`src/rtl/bcd_serial_add_ctrl_if.sv`:
```
// Operand/result bundle between a requester and the serial BCD add controller.
// The requester drives the operands and start; the controller returns status and result.
interface bcd_serial_add_ctrl_if #(
  parameter int DIGITS = 4
);
  logic                  start;
  logic [4*DIGITS-1:0]   a;
  logic [4*DIGITS-1:0]   b;
  logic                  Cin;
  logic                  busy;
  logic                  done;
  logic [4*DIGITS-1:0]   sum;
  logic                  cout;
  logic                  err;

  modport master (
    output start, a, b, Cin,
    input  busy, done, sum, cout, err
  );

  modport slave (
    input  start, a, b, Cin,
    output busy, done, sum, cout, err
  );
endinterface

```
`src/rtl/bcd_serial_add_ctrl.sv`:
```
// Multi-digit packed-BCD adder sequencer around one shared single-digit BCD adder.
// Feeds one digit pair per cycle, LSD first, rippling the decimal carry in a register.
module bcd_serial_add_ctrl #(
  parameter int DIGITS = 4
) (
  input  logic                 clk,
  input  logic                 rst,
  bcd_serial_add_ctrl_if.slave req,
  output logic [3:0]           dig_a,
  output logic [3:0]           dig_b,
  output logic                 dig_cin,
  input  logic [3:0]           dig_sum,
  input  logic                 dig_cout
);

  localparam int IW = $clog2(DIGITS);

  typedef enum logic [1:0] {
    S_IDLE,
    S_ADD,
    S_DONE
  } state_t;

  typedef logic [DIGITS-1:0][3:0] bcd_t;

  state_t        state_q;
  state_t        state_d;
  bcd_t          a_in;
  bcd_t          b_in;
  bcd_t          a_q;
  bcd_t          b_q;
  bcd_t          sum_q;
  logic [IW-1:0] idx_q;
  logic          carry_q;
  logic          cout_q;
  logic          err_q;
  logic          accept;
  logic          bad;
  logic          adding;
  logic          last;

  assign a_in   = req.a;
  assign b_in   = req.b;
  assign adding = state_q == S_ADD;
  assign accept = req.start && !adding;
  assign last   = idx_q == IW'(DIGITS - 1);

  always_comb begin
    bad = 1'b0;
    for (int i = 0; i < DIGITS; i++) begin
      if (a_in[i] > 4'd9 || b_in[i] > 4'd9) begin
        bad = 1'b1;
      end
    end
  end

  always_ff @(posedge clk) begin
    if (rst) begin
      state_q <= S_IDLE;
    end else begin
      state_q <= state_d;
    end
  end

  always_comb begin
    state_d  = state_q;
    req.busy = 1'b0;
    req.done = 1'b0;
    dig_a    = '0;
    dig_b    = '0;
    dig_cin  = 1'b0;
    unique case (state_q)
      S_IDLE: begin
        if (accept) begin
          state_d = bad ? S_DONE : S_ADD;
        end
      end
      S_ADD: begin
        req.busy = 1'b1;
        dig_a    = a_q[idx_q];
        dig_b    = b_q[idx_q];
        dig_cin  = carry_q;
        if (last) begin
          state_d = S_DONE;
        end
      end
      S_DONE: begin
        req.done = 1'b1;
        if (accept) begin
          state_d = bad ? S_DONE : S_ADD;
        end else begin
          state_d = S_IDLE;
        end
      end
      default: state_d = S_IDLE;
    endcase
  end

  // idx holds on the last digit so it never wraps mid-operation
  always_ff @(posedge clk) begin
    if (rst) begin
      a_q     <= '0;
      b_q     <= '0;
      sum_q   <= '0;
      idx_q   <= '0;
      carry_q <= 1'b0;
      cout_q  <= 1'b0;
      err_q   <= 1'b0;
    end else begin
      unique case (1'b1)
        accept: begin
          a_q     <= a_in;
          b_q     <= b_in;
          sum_q   <= '0;
          idx_q   <= '0;
          carry_q <= req.Cin;
          cout_q  <= 1'b0;
          err_q   <= bad;
        end
        adding: begin
          sum_q[idx_q] <= dig_sum;
          carry_q      <= dig_cout;
          if (last) begin
            cout_q <= dig_cout;
          end else begin
            idx_q <= idx_q + IW'(1);
          end
        end
        default: ;
      endcase
    end
  end

  assign req.sum  = sum_q;
  assign req.cout = cout_q;
  assign req.err  = err_q;

endmodule

```
`src/flat_wrapper.sv`:
```
// flat-port wrapper written by rule: the top's interface ports become plain ports
module bcd_serial_add_ctrl_flat 
#(
  parameter int DIGITS = 4
)
  (clk, rst, dig_a, dig_b, dig_cin, dig_sum, dig_cout, req_start, req_a, req_b, req_Cin, req_busy, req_done, req_sum, req_cout, req_err);
  bcd_serial_add_ctrl_if #(.DIGITS(DIGITS)) req_i ();
  input  logic clk;
  input  logic rst;
  output logic [3:0] dig_a;
  output logic [3:0] dig_b;
  output logic dig_cin;
  input  logic [3:0] dig_sum;
  input  logic dig_cout;
  input wire logic [$bits(req_i.start)-1:0] req_start;
  input wire logic [$bits(req_i.a)-1:0] req_a;
  input wire logic [$bits(req_i.b)-1:0] req_b;
  input wire logic [$bits(req_i.Cin)-1:0] req_Cin;
  output wire logic [$bits(req_i.busy)-1:0] req_busy;
  output wire logic [$bits(req_i.done)-1:0] req_done;
  output wire logic [$bits(req_i.sum)-1:0] req_sum;
  output wire logic [$bits(req_i.cout)-1:0] req_cout;
  output wire logic [$bits(req_i.err)-1:0] req_err;
  assign req_i.start = req_start;
  assign req_i.a = req_a;
  assign req_i.b = req_b;
  assign req_i.Cin = req_Cin;
  assign req_busy = req_i.busy;
  assign req_done = req_i.done;
  assign req_sum = req_i.sum;
  assign req_cout = req_i.cout;
  assign req_err = req_i.err;
  bcd_serial_add_ctrl #(.DIGITS(DIGITS)) u_core (.clk(clk), .rst(rst), .req(req_i), .dig_a(dig_a), .dig_b(dig_b), .dig_cin(dig_cin), .dig_sum(dig_sum), .dig_cout(dig_cout));
endmodule
```
`config.mk`:
```
export PLATFORM = sky130hd
export DESIGN_NAME = bcd_serial_add_ctrl_flat
export DESIGN_NICKNAME = d
export VERILOG_FILES = /design/src/rtl/bcd_serial_add_ctrl_if.sv /design/src/rtl/bcd_serial_add_ctrl.sv /design/src/flat_wrapper.sv
export SDC_FILE = /design/constraint.sdc
export NUM_CORES = 1
export LEC_CHECK = 0
export ABC_AREA = 1
export CORE_MARGIN = 2
export CORE_UTILIZATION = 42
export DETAILED_ROUTE_END_ITERATION = 10
export GPL_TIMING_DRIVEN = 0
export MAX_ROUTING_LAYER = met4
export PLACE_DENSITY_LB_ADDON = 0.15
export SETUP_SLACK_MARGIN = 0.15
export SYNTH_ARGS = -nofsm -noshare
export SYNTH_HDL_FRONTEND = slang
export SYNTH_SLANG_ARGS = --single-unit
```
`constraint.sdc`:
```
create_clock -name clk -period 1.29 [get_ports clk]
set_input_delay 0.258 -clock clk [delete_from_list [all_inputs] [get_ports clk]]
set_output_delay 0.258 -clock clk [all_outputs]
set_load 0.02 [all_outputs]
```
==> impl_summary.log, run 1 <==
[metrics] result of the run: finished, violations left
[metrics] violations in the final reports: setup timing
[metrics] most common flop cell mapped by yosys: sky130_fd_sc_hd__dfxtp_1
[metrics] maxcap violations: 0
[metrics] count of boundary I/O pins: 70
[metrics] antenna diode instance count: 0
[metrics] fin nets: 497
[metrics] number of instances on the worst hold path: 2
[metrics] worst-case vdd ir drop: 745.5 uV
[metrics] Worst Hold Launch: u_core.req.sum[0]$_SDFFE_PP0P_
[metrics] vias in the first global route: 2530
[metrics] clk sinks: 55
[metrics] area share of xor/xnor cells in the synthesized design: 0%
[metrics] vias per cell: 5.372
[metrics] pin count of the biggest net entering global routing: 16
[metrics] shortest period the worst path allows: 1.853 ns
[metrics] routability congestion estimate: 0.8998
[metrics] fmax: 539.6 MHz
[metrics] fraction of the yosys area taken by sequential cells: 45.57%
[metrics] per-cell routed wire length: 16.63 um
[metrics] synth top area cells: sky130_fd_sc_hd__dfxtp_1, sky130_fd_sc_hd__nor2_1, sky130_fd_sc_hd__o21ai_0
[metrics] Crit Path Category: reg -> out
[metrics] startpoint of the worst-slack reg-to-reg timing path: u_core.state_q[0]$_SDFFE_PP0P_
[metrics] remaining max-slew budget at the tightest pin: 55.61%
[metrics] Clk Latency, worst-skew pair: 0.31 ns
[metrics] Async S/R FF share, synth: 0%
[metrics] fraction of synthesized cell area taken by the top area cell type: 45.57%
[metrics] Total Die Area: 6375 um^2
[metrics] path class of the lowest-slack min-delay path: reg -> reg
[metrics] clock slew at reported path FFs: 0.10 ns
[metrics] critical path buffer and inverter count: 3
[metrics] Congestion Overflow GR: 0
[metrics] highest net fanout along the worst path: 8
[metrics] transition time at the pin with the least slew margin: 0.6658 ns
[metrics] setup-violating endpoint count in the final report: 64
[metrics] post-synth top area cell: sky130_fd_sc_hd__dfxtp_1
[metrics] Max clock buf depth: 2
[metrics] cell family with the largest share of critical-path delay: buffers and inverters
[metrics] number of detailed-route iterations in the first pass: 4
[metrics] initial antenna violation count: 0
[metrics] HPWL after DPL: 5019 um
[metrics] worst slack, placed: -0.6346 ns
[metrics] Routed Antenna Nets: 0
[metrics] max-slew violation total from the final report: 0
[metrics] clock tree root driver cell: sky130_fd_sc_hd__clkbuf_8
[metrics] Final Hold Fails: 0
[metrics] number of placed instances with taps included: 487
[metrics] EDFF count, synth: 0
[metrics] H-tree depth: 2
[metrics] crit-path cells: buf_8, buf_8, nor2_4, nor2_2, o21ai_2, a21oi_4, buf_6
[metrics] critical path's slowest cell: sky130_fd_sc_hd__dfxtp_2
[metrics] mapped cell area: 2416 um^2
[metrics] compound-cell area share of the yosys netlist: 18.64%
[metrics] wire length of the first global-routing pass: 12180 um
[metrics] number of cell rows: 27
[metrics] leak pwr: 1.637 nW
[metrics] path depth of the worst reg2reg path: 10
[metrics] cell count after synthesis: 346
[metrics] Cell Pwr Density: 846.6 nW/um^2
[metrics] maximum single-stage delay on the critical path: 0.38 ns
[metrics] Layout area overhead: 70.27%
[metrics] initial standard-cell utilization of the core: 43.61%
[metrics] number of distinct library cells after synthesis: 20
[metrics] register bit count reported by yosys: 55
[metrics] post-route fraction of the period consumed by the critical path: 143.7%
[metrics] Worst Slack Setup Final: -0.5632 ns
[metrics] adder and majority gate portion of the synthesized area: 2.071%
[metrics] synthesized area per cell: 6.983 um^2
[metrics] Worst Setup Start Kind: register
[metrics] hold path endpoint: u_core.req.sum[0]$_SDFFE_PP0P_
[metrics] warning count from the yosys run: 0
[metrics] non-filler cells, final: 524
[metrics] clock tree from TritonCTS: done
[metrics] number of design-rule violations left by the first detailed-router iteration: 226
[metrics] die height: 79.85 um
[metrics] overall global routing resource usage: 25.75%
[metrics] setup repair after global routing missed its margin: true
[metrics] reg-to-reg endpoint: u_core.b_q[0]$_SDFFE_PP0P_
[metrics] combinational family with the most area after synthesis: simple AND/OR/NAND/NOR gates
[metrics] Most common cell on crit path: sky130_fd_sc_hd__buf_8
[metrics] Syn Nets: 391
[metrics] arrival time reported for the critical path endpoint: 1.60 ns
[metrics] IO Port Bufs: 69
[metrics] crit end category: primary output
[metrics] Residual DRC: 0
[metrics] fraction of final layout cells with drive strength greater than 1: 44.69%
[metrics] Worst Path Required: 1.03 ns
[metrics] number of buffers created by CTS: 5
[metrics] core box area: 5540 um^2
[metrics] cell with the most instances after synthesis: sky130_fd_sc_hd__nor2_1
[metrics] setup slack of the worst register-to-register path: -0.27 ns
[metrics] multiplexer share of the synthesized area: 0%
[metrics] most common library cells after synthesis: sky130_fd_sc_hd__nor2_1, sky130_fd_sc_hd__o21ai_0, sky130_fd_sc_hd__dfxtp_1, sky130_fd_sc_hd__nand2_1, sky130_fd_sc_hd__a21oi_1
[metrics] final worst clock skew: 0.006216 ns
[metrics] post-route setup TNS: -16.14 ns
[metrics] die boundary width: 79.85 um
[metrics] number of vias after detailed routing: 2815
[metrics] wire length after detailed routing: 8714 um
[metrics] simple-gate area share of the yosys netlist: 25.95%
## cell usage in the layout, fill, tap and decap left out, types with 4 or more instances in the layout
cell type                          n
sky130_fd_sc_hd__buf_6            32
sky130_fd_sc_hd__nor2_2           40
sky130_fd_sc_hd__inv_2             8
sky130_fd_sc_hd__o21ai_0          20
sky130_fd_sc_hd__nor2_4           14
sky130_fd_sc_hd__nand2_1          39
sky130_fd_sc_hd__dfxtp_2           4
sky130_fd_sc_hd__dfxtp_1          51
sky130_fd_sc_hd__nor2_1           52
sky130_fd_sc_hd__clkdlybuf4s50_1  40
sky130_fd_sc_hd__a21oi_4           8
sky130_fd_sc_hd__buf_4            11
sky130_fd_sc_hd__clkbuf_8          6
sky130_fd_sc_hd__nand2_2           6
sky130_fd_sc_hd__o21ai_1          19
sky130_fd_sc_hd__a21oi_1           8
sky130_fd_sc_hd__a21oi_2          12
sky130_fd_sc_hd__o21ai_2          20
sky130_fd_sc_hd__inv_1             7
sky130_fd_sc_hd__buf_8             4
sky130_fd_sc_hd__buf_2            18
sky130_fd_sc_hd__nand3_1           6
sky130_fd_sc_hd__clkbuf_1          4
## repair_timing
item,4_1_cts,5_1_grt
setup endpoints to repair,82,66
resized for setup,218,98
buffers inserted,16,6
pin swaps,5,27
hold buffers,0,0
hold endpoints to repair,0,0
gates cloned,7,1
## state kept, by name, indices dropped and copies added, names as in the netlist
register and count:
u_core.req.err 1, u_core.carry_q 1, u_core.a_q 16, u_core.req.sum 16, u_core.state_q 2, u_core.req.cout 1
u_core.idx_q 2, u_core.b_q 16
## how the worst max path moves through the flow
stage	startpoint	to	slack [ns]	cells after the start
after floorplan	u_core.idx_q[0]$_SDFFE_PP0P_	dig_a[3]	0.04	6
after global placement	u_core.idx_q[0]$_SDFFE_PP0P_	dig_b[1]	-0.63	6
after detailed placement	u_core.idx_q[0]$_SDFFE_PP0P_	dig_b[0]	-0.63	6
after CTS	u_core.idx_q[0]$_SDFFE_PP0P_	dig_a[3]	-0.45	7
after global routing	u_core.idx_q[0]$_SDFFE_PP0P_	dig_a[3]	-0.57	7
final	u_core.idx_q[0]$_SDFFE_PP0P_	dig_a[3]	-0.56	7
## logic make-up after synthesis
logic type | count (synthesis)
AO/OA/AOI/OAI | 89
adder cells (fa/ha/maj) | 4
buffers and inverters | 38
flip-flops | 55
AND/OR/NAND/NOR | 160
## tightest hold or removal path: stages (launching register included)
cell and delay, ns:
sky130_fd_sc_hd__dfxtp_1 0.32, sky130_fd_sc_hd__nand2_1 0.06, sky130_fd_sc_hd__a21oi_1 0.05
## per-layer routing
layer | part of all wire [%] | vias up | wire [um] | GRT usage, %
li1 | - | 1336 | - | -
met1 | 41 | 1355 | 3576 | 33.29
met2 | 51 | 108 | 4411 | 41.51
met3 | 6.7 | 16 | 585 | 4.525
met4 | 1.6 | 0 | 140 | 7.627
met5 | 0 | - | 0 | -
## through the flow
step | power, mW | instance area [um^2] | util, % | hold slack [ns]
after global routing | 3.622 | 4114 | 74.25 | 0.4757
after detailed placement | 2.320 | 3348 | 60.43 | 0.4535
final | 3.483 | 4114 | 74.25 | 0.4621
after global placement | 2.311 | 3348 | 60.43 | 0.4474
after floorplan | 2.096 | 2567 | - | 0.4032
after CTS | 3.379 | 3764 | 67.93 | 0.4640
## report_power, final
group / internal [mW] / switching (mW) / total [mW]
Combinational: 0.318 / 0.331 / 0.649
Sequential: 1.78 / 0.0746 / 1.85
Clock: 0.423 / 0.556 / 0.980
## area by class of cell
type | instances | area, um^2
clock inverter | 1 | 5.005
sequential | 55 | 1106
inverter | 20 | 91.34
multi-input combinational | 253 | 1588
fill | 425 | 1426
tap | 72 | 90.09
buffer | 18 | 200.2
timing repair buffer | 98 | 943.4
timing repair inverter | 1 | 7.507
clock buffer | 6 | 82.58
Power figures use the tool's default switching activity.
==> run 2: changes to the inputs <==
ABC_CLOCK_PERIOD_IN_PS = 1290   (was default)
==> results of run 2 <==
The final DEF is identical to that of run 1; final timing and power are the same.
==> run 3: changes to the inputs <==
ABC_CLOCK_PERIOD_IN_PS = default   (was 1290)
==> results of run 3 <==
The final DEF is identical to that of run 1; final timing and power are the same.
